File: src/rtl/mac_pkg.sv
// mac_pkg: shared definitions for the MAC transmit arbiter.
//   - state_t       : arbiter FSM state encoding
//   - HDR_MAGIC     : tag nibble identifying a chunk header word
//   - PAD_WORD      : filler written when a source stalls mid-chunk
//   - HDR_*_LSB     : bit offsets of the header word fields
//   - make_header() : assembles {magic, sel, seq, len16}
package mac_pkg;

  typedef enum logic [2:0] {
    ST_ARB    = 3'd0,
    ST_HDR    = 3'd1,
    ST_COPY   = 3'd2,
    ST_COMMIT = 3'd3
  } state_t;

  localparam logic [3:0]  HDR_MAGIC = 4'hA;
  localparam logic [31:0] PAD_WORD  = 32'hDEADBEEF;

  localparam int HDR_MAGIC_LSB = 28;
  localparam int HDR_SEL_LSB   = 24;
  localparam int HDR_SEQ_LSB   = 16;
  localparam int HDR_LEN_LSB   = 0;

  function automatic logic [31:0] make_header(input logic [3:0]  sel,
                                              input logic [7:0]  seq,
                                              input logic [15:0] len);
    logic [31:0] h;
    h = '0;
    h[HDR_MAGIC_LSB +: 4] = HDR_MAGIC;
    h[HDR_SEL_LSB   +: 4] = sel;
    h[HDR_SEQ_LSB   +: 8] = seq;
    h[HDR_LEN_LSB   +: 16] = len;
    return h;
  endfunction

endpackage

File: src/rtl/rr_pick.sv
// rr_pick: combinational rotating-priority encoder.
//   mask [N-1:0] : request lines
//   ptr  [IW-1:0]: last-served index; search starts at ptr+1 and wraps
//   idx  [IW-1:0]: first requesting index in search order (0 when none)
//   any          : at least one mask bit set
module rr_pick #(
  parameter int N  = 4,
  parameter int IW = 4
) (
  input  logic [N-1:0]  mask,
  input  logic [IW-1:0] ptr,
  output logic [IW-1:0] idx,
  output logic          any
);

  logic [2*N-1:0] dbl;
  logic [N-1:0]   rot;

  // Rotating a doubled copy puts requester (ptr+1+j) mod N at bit j, so the
  // lowest set bit of rot is the winner; no variable bit-selects needed.
  always_comb begin
    dbl = {mask, mask};
    rot = N'(dbl >> (int'(ptr) + 1));
    idx = '0;
    any = 1'b0;
    for (int j = 0; j < N; j++) begin
      if (!any && rot[j]) begin
        any = 1'b1;
        idx = IW'((int'(ptr) + 1 + j) % N);
      end
    end
  end

endmodule

File: src/rtl/mac_tx_arbiter.sv
// mac_tx_arbiter: round-robin copier of length-tagged chunks from NREQ
// producers into the shared MAC data/length FIFO pair.
//   clk, rst_n           : clock, asynchronous active-low reset
//   enable               : permits new grants (a chunk in flight completes)
//   req_len/_valid/_rd_en: per-requester FWFT length FIFO (rd_en registered)
//   req_data/_valid/_rd_en: per-requester FWFT data FIFO (rd_en combinational)
//   out_data/_wr_en      : header + payload words to the MAC data FIFO
//   out_data_free        : free words in the MAC data FIFO
//   out_len/_wr_en       : committed chunk length (payload + header)
//   out_len_full         : MAC length FIFO full
//   err / err_clr        : sticky per-requester errors (bad length, stall)
//   debug                : {state, sel, rr_ptr, 5'b0}
module mac_tx_arbiter
  import mac_pkg::*;
#(
  parameter int NREQ            = 4,
  parameter int MAC_PACKET_BITS = 9,
  parameter int FIFO_BITS       = 10,
  parameter int MAX_CHUNK       = 64,
  parameter int STALL_TIMEOUT   = 255
) (
  input  logic                            clk,
  input  logic                            rst_n,
  input  logic                            enable,
  input  logic [NREQ*MAC_PACKET_BITS-1:0] req_len,
  input  logic [NREQ-1:0]                 req_len_valid,
  output logic [NREQ-1:0]                 req_len_rd_en,
  input  logic [NREQ*32-1:0]              req_data,
  input  logic [NREQ-1:0]                 req_data_valid,
  output logic [NREQ-1:0]                 req_data_rd_en,
  output logic [31:0]                     out_data,
  output logic                            out_data_wr_en,
  input  logic [FIFO_BITS-1:0]            out_data_free,
  output logic [MAC_PACKET_BITS-1:0]      out_len,
  output logic                            out_len_wr_en,
  input  logic                            out_len_full,
  output logic [NREQ-1:0]                 err,
  input  logic                            err_clr,
  output logic [15:0]                     debug
);

  state_t                     state_reg, state_next;
  logic [3:0]                 sel_reg, sel_next;
  logic [3:0]                 rr_ptr_reg, rr_ptr_next;
  logic [7:0]                 seq_reg, seq_next;
  logic [MAC_PACKET_BITS-1:0] len_reg, len_next;
  logic [MAC_PACKET_BITS-1:0] rem_reg, rem_next;
  logic [7:0]                 stall_reg, stall_next;
  logic                       pad_reg, pad_next;
  logic [31:0]                out_data_reg, out_data_next;
  logic                       out_data_wr_en_reg, out_data_wr_en_next;
  logic [MAC_PACKET_BITS-1:0] out_len_reg, out_len_next;
  logic                       out_len_wr_en_reg, out_len_wr_en_next;
  logic [NREQ-1:0]            req_len_rd_en_reg, req_len_rd_en_next;
  logic [NREQ-1:0]            err_reg, err_next, err_set;
  logic [15:0]                debug_reg, debug_next;

  // Per-requester views padded to 16 entries so a 4-bit index always fits.
  logic [MAC_PACKET_BITS-1:0] len16 [16];
  logic [31:0]                data16 [16];
  logic [15:0]                dvalid16;

  for (genvar gi = 0; gi < 16; gi++) begin : g_slice
    if (gi < NREQ) begin : g_used
      assign len16[gi]    = req_len[gi*MAC_PACKET_BITS +: MAC_PACKET_BITS];
      assign data16[gi]   = req_data[gi*32 +: 32];
      assign dvalid16[gi] = req_data_valid[gi];
    end else begin : g_unused
      assign len16[gi]    = '0;
      assign data16[gi]   = '0;
      assign dvalid16[gi] = 1'b0;
    end
  end

  // A requester whose length pop is still in flight (registered rd_en) shows
  // its old head this cycle; hide it so the same entry is not handled twice.
  logic [NREQ-1:0]            pick_mask;
  logic [3:0]                 pick_idx;
  logic                       pick_any;
  logic [MAC_PACKET_BITS-1:0] pick_len;
  logic                       pick_fits, pick_oversize;

  assign pick_mask = req_len_valid & ~req_len_rd_en_reg;

  rr_pick #(.N(NREQ), .IW(4)) u_rr_pick (
    .mask (pick_mask),
    .ptr  (rr_ptr_reg),
    .idx  (pick_idx),
    .any  (pick_any)
  );

  assign pick_len      = len16[pick_idx];
  assign pick_oversize = 32'(pick_len) > 32'(MAX_CHUNK);
  assign pick_fits     = 32'(out_data_free) >= (32'(pick_len) + 32'd1);

  logic copy_fetch;
  logic lpop_hit, len_err_hit, stall_err_hit;

  assign copy_fetch = (state_reg == ST_COPY) && !pad_reg && dvalid16[sel_reg];

  for (genvar gi = 0; gi < NREQ; gi++) begin : g_req
    assign req_len_rd_en_next[gi] = lpop_hit && (pick_idx == 4'(gi));
    assign err_set[gi] = (len_err_hit && (pick_idx == 4'(gi))) ||
                         (stall_err_hit && (sel_reg == 4'(gi)));
    assign req_data_rd_en[gi] = copy_fetch && (sel_reg == 4'(gi));
  end

  // Set wins over a simultaneous clear.
  assign err_next   = (err_clr ? '0 : err_reg) | err_set;
  assign debug_next = {state_next, sel_next, rr_ptr_next, 5'b0};

  always_comb begin
    state_next          = state_reg;
    sel_next            = sel_reg;
    rr_ptr_next         = rr_ptr_reg;
    seq_next            = seq_reg;
    len_next            = len_reg;
    rem_next            = rem_reg;
    stall_next          = stall_reg;
    pad_next            = pad_reg;
    out_data_next       = out_data_reg;
    out_data_wr_en_next = 1'b0;
    out_len_next        = out_len_reg;
    out_len_wr_en_next  = 1'b0;
    lpop_hit            = 1'b0;
    len_err_hit         = 1'b0;
    stall_err_hit       = 1'b0;

    case (state_reg)
      ST_ARB: begin
        // Only the round-robin winner is considered; if it does not fit we
        // wait rather than skip, so large chunks cannot be starved.
        if (enable && !out_len_full && pick_any) begin
          if (pick_len == '0) begin
            lpop_hit    = 1'b1;
            rr_ptr_next = pick_idx;
          end else if (pick_oversize) begin
            lpop_hit    = 1'b1;
            len_err_hit = 1'b1;
            rr_ptr_next = pick_idx;
          end else if (pick_fits) begin
            lpop_hit            = 1'b1;
            sel_next            = pick_idx;
            len_next            = pick_len;
            rem_next            = pick_len;
            // Header is registered here so it lands on out_data in HDR.
            out_data_next       = make_header(pick_idx, seq_reg, 16'(pick_len));
            out_data_wr_en_next = 1'b1;
            state_next          = ST_HDR;
          end
        end
      end

      ST_HDR: begin
        stall_next = '0;
        pad_next   = 1'b0;
        state_next = ST_COPY;
      end

      ST_COPY: begin
        if (pad_reg || copy_fetch) begin
          out_data_next       = pad_reg ? PAD_WORD : data16[sel_reg];
          out_data_wr_en_next = 1'b1;
          rem_next            = rem_reg - MAC_PACKET_BITS'(1);
          stall_next          = '0;
          if (rem_reg == MAC_PACKET_BITS'(1)) state_next = ST_COMMIT;
        end else if (stall_reg == 8'(STALL_TIMEOUT - 1)) begin
          pad_next      = 1'b1;
          stall_err_hit = 1'b1;
        end else begin
          stall_next = stall_reg + 8'd1;
        end
      end

      ST_COMMIT: begin
        out_len_next       = len_reg + MAC_PACKET_BITS'(1);
        out_len_wr_en_next = 1'b1;
        seq_next           = seq_reg + 8'd1;
        rr_ptr_next        = sel_reg;
        pad_next           = 1'b0;
        state_next         = ST_ARB;
      end

      default: state_next = ST_ARB;
    endcase
  end

  always_ff @(posedge clk or negedge rst_n) begin
    if (!rst_n) begin
      state_reg          <= ST_ARB;
      sel_reg            <= '0;
      rr_ptr_reg         <= 4'(NREQ - 1);
      seq_reg            <= '0;
      len_reg            <= '0;
      rem_reg            <= '0;
      stall_reg          <= '0;
      pad_reg            <= 1'b0;
      out_data_reg       <= '0;
      out_data_wr_en_reg <= 1'b0;
      out_len_reg        <= '0;
      out_len_wr_en_reg  <= 1'b0;
      req_len_rd_en_reg  <= '0;
      err_reg            <= '0;
      debug_reg          <= '0;
    end else begin
      state_reg          <= state_next;
      sel_reg            <= sel_next;
      rr_ptr_reg         <= rr_ptr_next;
      seq_reg            <= seq_next;
      len_reg            <= len_next;
      rem_reg            <= rem_next;
      stall_reg          <= stall_next;
      pad_reg            <= pad_next;
      out_data_reg       <= out_data_next;
      out_data_wr_en_reg <= out_data_wr_en_next;
      out_len_reg        <= out_len_next;
      out_len_wr_en_reg  <= out_len_wr_en_next;
      req_len_rd_en_reg  <= req_len_rd_en_next;
      err_reg            <= err_next;
      debug_reg          <= debug_next;
    end
  end

  assign out_data       = out_data_reg;
  assign out_data_wr_en = out_data_wr_en_reg;
  assign out_len        = out_len_reg;
  assign out_len_wr_en  = out_len_wr_en_reg;
  assign req_len_rd_en  = req_len_rd_en_reg;
  assign err            = err_reg;
  assign debug          = debug_reg;

endmodule

File: config.mk
export PLATFORM = sky130hd
export DESIGN_NAME = mac_tx_arbiter
export DESIGN_NICKNAME = d
export VERILOG_FILES = /design/src/rtl/mac_pkg.sv /design/src/rtl/rr_pick.sv /design/src/rtl/mac_tx_arbiter.sv
export SDC_FILE = /design/constraint.sdc
export NUM_CORES = 1
export LEC_CHECK = 0
export CORE_MARGIN = 4
export CORE_UTILIZATION = 35
export CTS_CLUSTER_SIZE = 24
export DETAILED_ROUTE_END_ITERATION = 7
export GPL_TIMING_DRIVEN = 0
export PLACE_DENSITY = 0.65
export SLEW_MARGIN = 20
export SYNTH_ARGS = -nofsm -noshare
export SYNTH_HDL_FRONTEND = slang
export SYNTH_HIERARCHICAL = 1
export SYNTH_SLANG_ARGS = --single-unit
File: constraint.sdc
create_clock -name clk -period 7.3 [get_ports clk]
set_clock_uncertainty 0.2 [all_clocks]
set_input_delay 1.825 -clock clk [delete_from_list [all_inputs] [get_ports clk]]
set_output_delay 1.825 -clock clk [all_outputs]
set_load 0.02 [all_outputs]
==> impl.org <==
** Final layout
- For this run, the post-layout net count is 1100.
- 0 antenna diodes ended up in the layout.
- Cells fill 53.8% of the core in the end.
- Fill cells :: 1659
- The finished cells cover 9760 um2.
- Max reg flops :: 32
- In the final layout, the share of cells above drive strength 1 is 16.4%.
- Relative to the synthesized area, the layout overhead comes to 50.0%.

** Detailed routing
- Number of vias in the routed layout :: 6094
- The first detailed-routing pass ran for 6 iterations.
- Final ANT Viol Nets :: 0
- Initial drt markers :: 320
- The final layout contains routed wiring with a total length of 22600 um.
- Dividing the detail-routed wire length by the instance count gives 20.0 um.
- Vias/cell :: 5.40
- For this run, design rule violations remaining after detail routing come to 0.

** Pwr
- In this run the power density over the cells is 278 nW/um2.
- Total power of the final layout :: 2.72 mW
- Highest ir drop seen on vdd :: 0.129 mV
- Static Leakage :: 4.00 nW

** Synth
- Number of synthesized register bits :: 99
- A synthesized cell averages 10.5 um2.
- Synth area leader :: sky130_fd_sc_hd__dfrtp_1
- Sequential-to-total area share from yosys stat :: 38.1%
- Fraction of synthesis flops using an asynchronous set or reset pin :: 100%
- In this run, distinct cell masters in the synthesized netlist total 67.
- In the post-synthesis netlist, the biggest area contributors are sky130_fd_sc_hd__dfrtp_1, sky130_fd_sc_hd__mux4_2, sky130_fd_sc_hd__mux2_2, sky130_fd_sc_hd__ha_1, sky130_fd_sc_hd__nor2_1.
- The mapped netlist covers 6510 um2.
- Syn. warnings :: 6
- The cell count after synthesis came out at 619.
- Post-synth top flop :: sky130_fd_sc_hd__dfrtp_1
- The synthesized design contains 0 enable-type register cells.
- Yosys top cell area share :: 37.3%

** Setup path
- Worst-case register-to-register setup slack :: 1.69 ns
- For the worst setup path, the data required time is 7.34 ns.
- The critical path goes through clkdlybuf4s50_1 > nor2b_2 > mux2_4 > a21oi_4 > or4b_1 > a21oi_1 > buf_6 > mux4_2 > nand2_1 > inv_1 > ha_1 > nand2_1 > nor3_1 > mux2_2 > ha_1 > a211oi_1 > nor2_1 > or3_1 > o21ai_4 > o21ai_2 > buf_4 > mux2_1.
- Worst Path Class, Setup :: in -> reg
- STA classifies the critical path startpoint as a primary input.
- For this design, the slowest cell found on the critical path is sky130_fd_sc_hd__mux4_2.
- Counting buffers and inverters, the worst setup path is 22 cells deep.
- Data arrival at the endpoint of the critical path :: 7.09 ns
- Grouping stages by cell kind, the critical path spends the most delay in simple AND/OR/NAND/NOR gates.
- In this run the critical register-to-register path is captured at out_data[3]$_DFFE_PN0P_.
- Crit-path max cell delay :: 0.55 ns
- The critical path contains buffers and inverters numbering 4 combined.
- Largest fanout on the critical path :: 10
- Launch point of the worst reg-to-reg path :: rr_ptr_reg[0]$_DFF_PN1_
- Number of cell instances on the worst register-to-register path :: 22
- Kind of end point of the critical path :: register

** Timing
- Final setup TNS :: 0 ns
- Fin crit share :: 96.6%
- Max-slew violation total from the final report :: 0
- Final worst path period need :: 7.05 ns
- Measured against its own limit, the worst slew margin works out to 37.2%.
- In the post-route analysis, the smallest setup slack over all paths is 0.247 ns.
- Setup violations remaining at the end of the flow were counted as 0.
- Achievable clock frequency :: 142 MHz
- Number of endpoints with negative hold slack in the final report :: 0
- RSZ-0062 raised after global routing :: false
- Worst-Margin Slew :: 0.942 ns

** Placement
- Final weighted congestion in routability-driven placement :: 0.869
- In this run the tool buffered the top-level ports with 252 buffer cells.
- Post-detail-place hpwl :: 18100 um
- Prior to clock tree synthesis, the placed netlist has a worst setup slack of -1.04 ns.
- DP Area :: 9370 um2

** Floorplan
- 258 I/O pins were placed.
- Vertical extent of the die :: 144 um
- Once the floorplan was initialized, standard cells occupied 35.9% of the core.
- The die covers 20800 um2.
- In this run the horizontal extent of the chip is 144 um.
- Number of core rows :: 49
- Core Region :: 18100 um2

** Clocking
- Number of H-tree levels :: 3
- CTS Hold Bufs :: 0
- After clock tree synthesis, the clock-pin slew on the worst setup and hold paths is 0.07 ns.
- At the later pin of the worst-skew pair, clock insertion delay measures 0.35 ns.
- Number of clock buffers inserted by TritonCTS :: 9
- The cell sitting at the root of the clock tree is a sky130_fd_sc_hd__clkbuf_16.
- TritonCTS built the clock tree.
- Sink count of the clock tree :: 99
- The clock passes through at most 2 buffers.

** GRT
- The first global-routing pass estimated 34200 um of wire.
- Global routing used 21.6% of the available tracks across all layers.
- Global route overflow :: 0
- Via count of the first global-routing pass :: 6134
- The initial antenna violation count came to 0.
- Maximum number of pins on one net before global-route repair :: 76

** Hold path
- The worst hold path terminates at seq_reg[7]$_DFFE_PN0P_.
- The tightest min-delay check is of the reg -> reg type.
- Launch point of the worst hold path :: seq_reg[7]$_DFFE_PN0P_
- Cells on Worst Hold Path :: 1

** Job
- Max-capacitance violation count :: 0

** Run status
- Result of the run :: finished clean
## stage by stage
step,hold slack (ns),std cells
after floorplan,0.246,625
after global placement,0.260,1106
after detailed placement,0.267,1107
after CTS,0.278,1121
after global routing,0.309,1128
final,0.279,1128
## worst max-delay path by stage
| stage | to | from | slack, ns |
|---|---|---|---|
| finish | out_data[3]$_DFFE_PN0P_ | req_len_valid[1] | 0.25 |
| global route | out_data[3]$_DFFE_PN0P_ | req_len_valid[1] | 0.03 |
| detailed placement | out_data[3]$_DFFE_PN0P_ | req_len_valid[1] | -1.04 |
| global placement | out_data[3]$_DFFE_PN0P_ | req_len_valid[1] | -1.06 |
| floorplan | out_data[3]$_DFFE_PN0P_ | req_len_valid[1] | 0.36 |
| CTS | out_data[3]$_DFFE_PN0P_ | req_len_valid[1] | 0.02 |
## repair_timing
action	4_1_cts	5_1_grt
setup buffers	0	7
gates resized for setup	5	12
endpoints found under the setup margin	60	56
## cells in the mapped netlist, drive strengths merged, types with 6 or more instances
cell type	number
a211oi	15
a21oi	33
a22o	6
and2	6
and3	8
buf	22
clkbuf	24
dfrtp	97
ha	18
inv	19
mux2	34
mux2i	6
mux4	42
nand2	45
nand3	21
nand4	8
nor2	58
nor3	21
nor4	7
o21ai	36
xnor2	13
xor2	15
## power breakdown
| part | internal (mW) | switching, mW |
|---|---|---|
| clock network | 0.276 | 0.217 |
| registers | 0.666 | 0.111 |
| logic | 0.705 | 0.743 |
## area by class of cell
cell class,count,area (um2),area share (%)
Timing Repair Buffer,260,2600,26.7
Buffer,45,245,2.51
Clock buffer,10,239,2.45
Multi-Input combinational cell,461,3780,38.7
Inverter,19,71.3,0.730
Clock inverter,5,61.3,0.628
Tap cell,229,287,2.93
Sequential cell,99,2480,25.4
## placed cells by master (no fill, tap or decap), types with 3 or more instances in the layout
master and n:
sky130_fd_sc_hd__clkbuf_16 9, sky130_fd_sc_hd__and4_1 5, sky130_fd_sc_hd__buf_2 3, sky130_fd_sc_hd__xnor2_1 13, sky130_fd_sc_hd__mux2_2 29, sky130_fd_sc_hd__buf_6 3, sky130_fd_sc_hd__conb_1 8, sky130_fd_sc_hd__and2_1 6
sky130_fd_sc_hd__nor2b_2 3, sky130_fd_sc_hd__a31oi_1 4, sky130_fd_sc_hd__dfrtp_1 97, sky130_fd_sc_hd__mux2_4 4, sky130_fd_sc_hd__buf_4 20, sky130_fd_sc_hd__nand2_1 43, sky130_fd_sc_hd__nor3_1 21, sky130_fd_sc_hd__a211oi_1 14
sky130_fd_sc_hd__a22o_1 6, sky130_fd_sc_hd__nand3_1 21, sky130_fd_sc_hd__a31o_2 4, sky130_fd_sc_hd__mux4_2 42, sky130_fd_sc_hd__nor4_1 6, sky130_fd_sc_hd__buf_1 4, sky130_fd_sc_hd__clkdlybuf4s50_1 251, sky130_fd_sc_hd__a21oi_1 31
sky130_fd_sc_hd__inv_1 18, sky130_fd_sc_hd__a221o_1 4, sky130_fd_sc_hd__nor2_1 56, sky130_fd_sc_hd__o21ai_0 26, sky130_fd_sc_hd__clkbuf_1 20, sky130_fd_sc_hd__ha_1 18, sky130_fd_sc_hd__mux2i_1 6, sky130_fd_sc_hd__nand4_1 8
sky130_fd_sc_hd__and3_1 8, sky130_fd_sc_hd__o21ai_1 8, sky130_fd_sc_hd__xor2_1 15, sky130_fd_sc_hd__a22oi_1 3
## per-layer routing
layer | part of all wire (%) | GRT usage [%]
met3 | 7.1 | 5.89
met5 | 0 | 0
met1 | 40 | 26.6
met2 | 50 | 36.9
met4 | 2.2 | 6.43
## cell families (layout without fill, tap and decap cells)
family                   Yosys count  in the layout  share of synthesized area, %
AND/OR/NAND/NOR                  202            202                          15.7
buffers and inverters             65            339                          4.78
adder cells (fa/ha/maj)           18             18                          3.46
multiplexers                      82             82                          21.6
other                              2              8                         0.115
XOR/XNOR                          28             28                          3.77
flip-flops                        99             99                          38.1
AO/OA/AOI/OAI                    123            123                          12.5
Note: power is estimated with default switching activity, not from simulation.
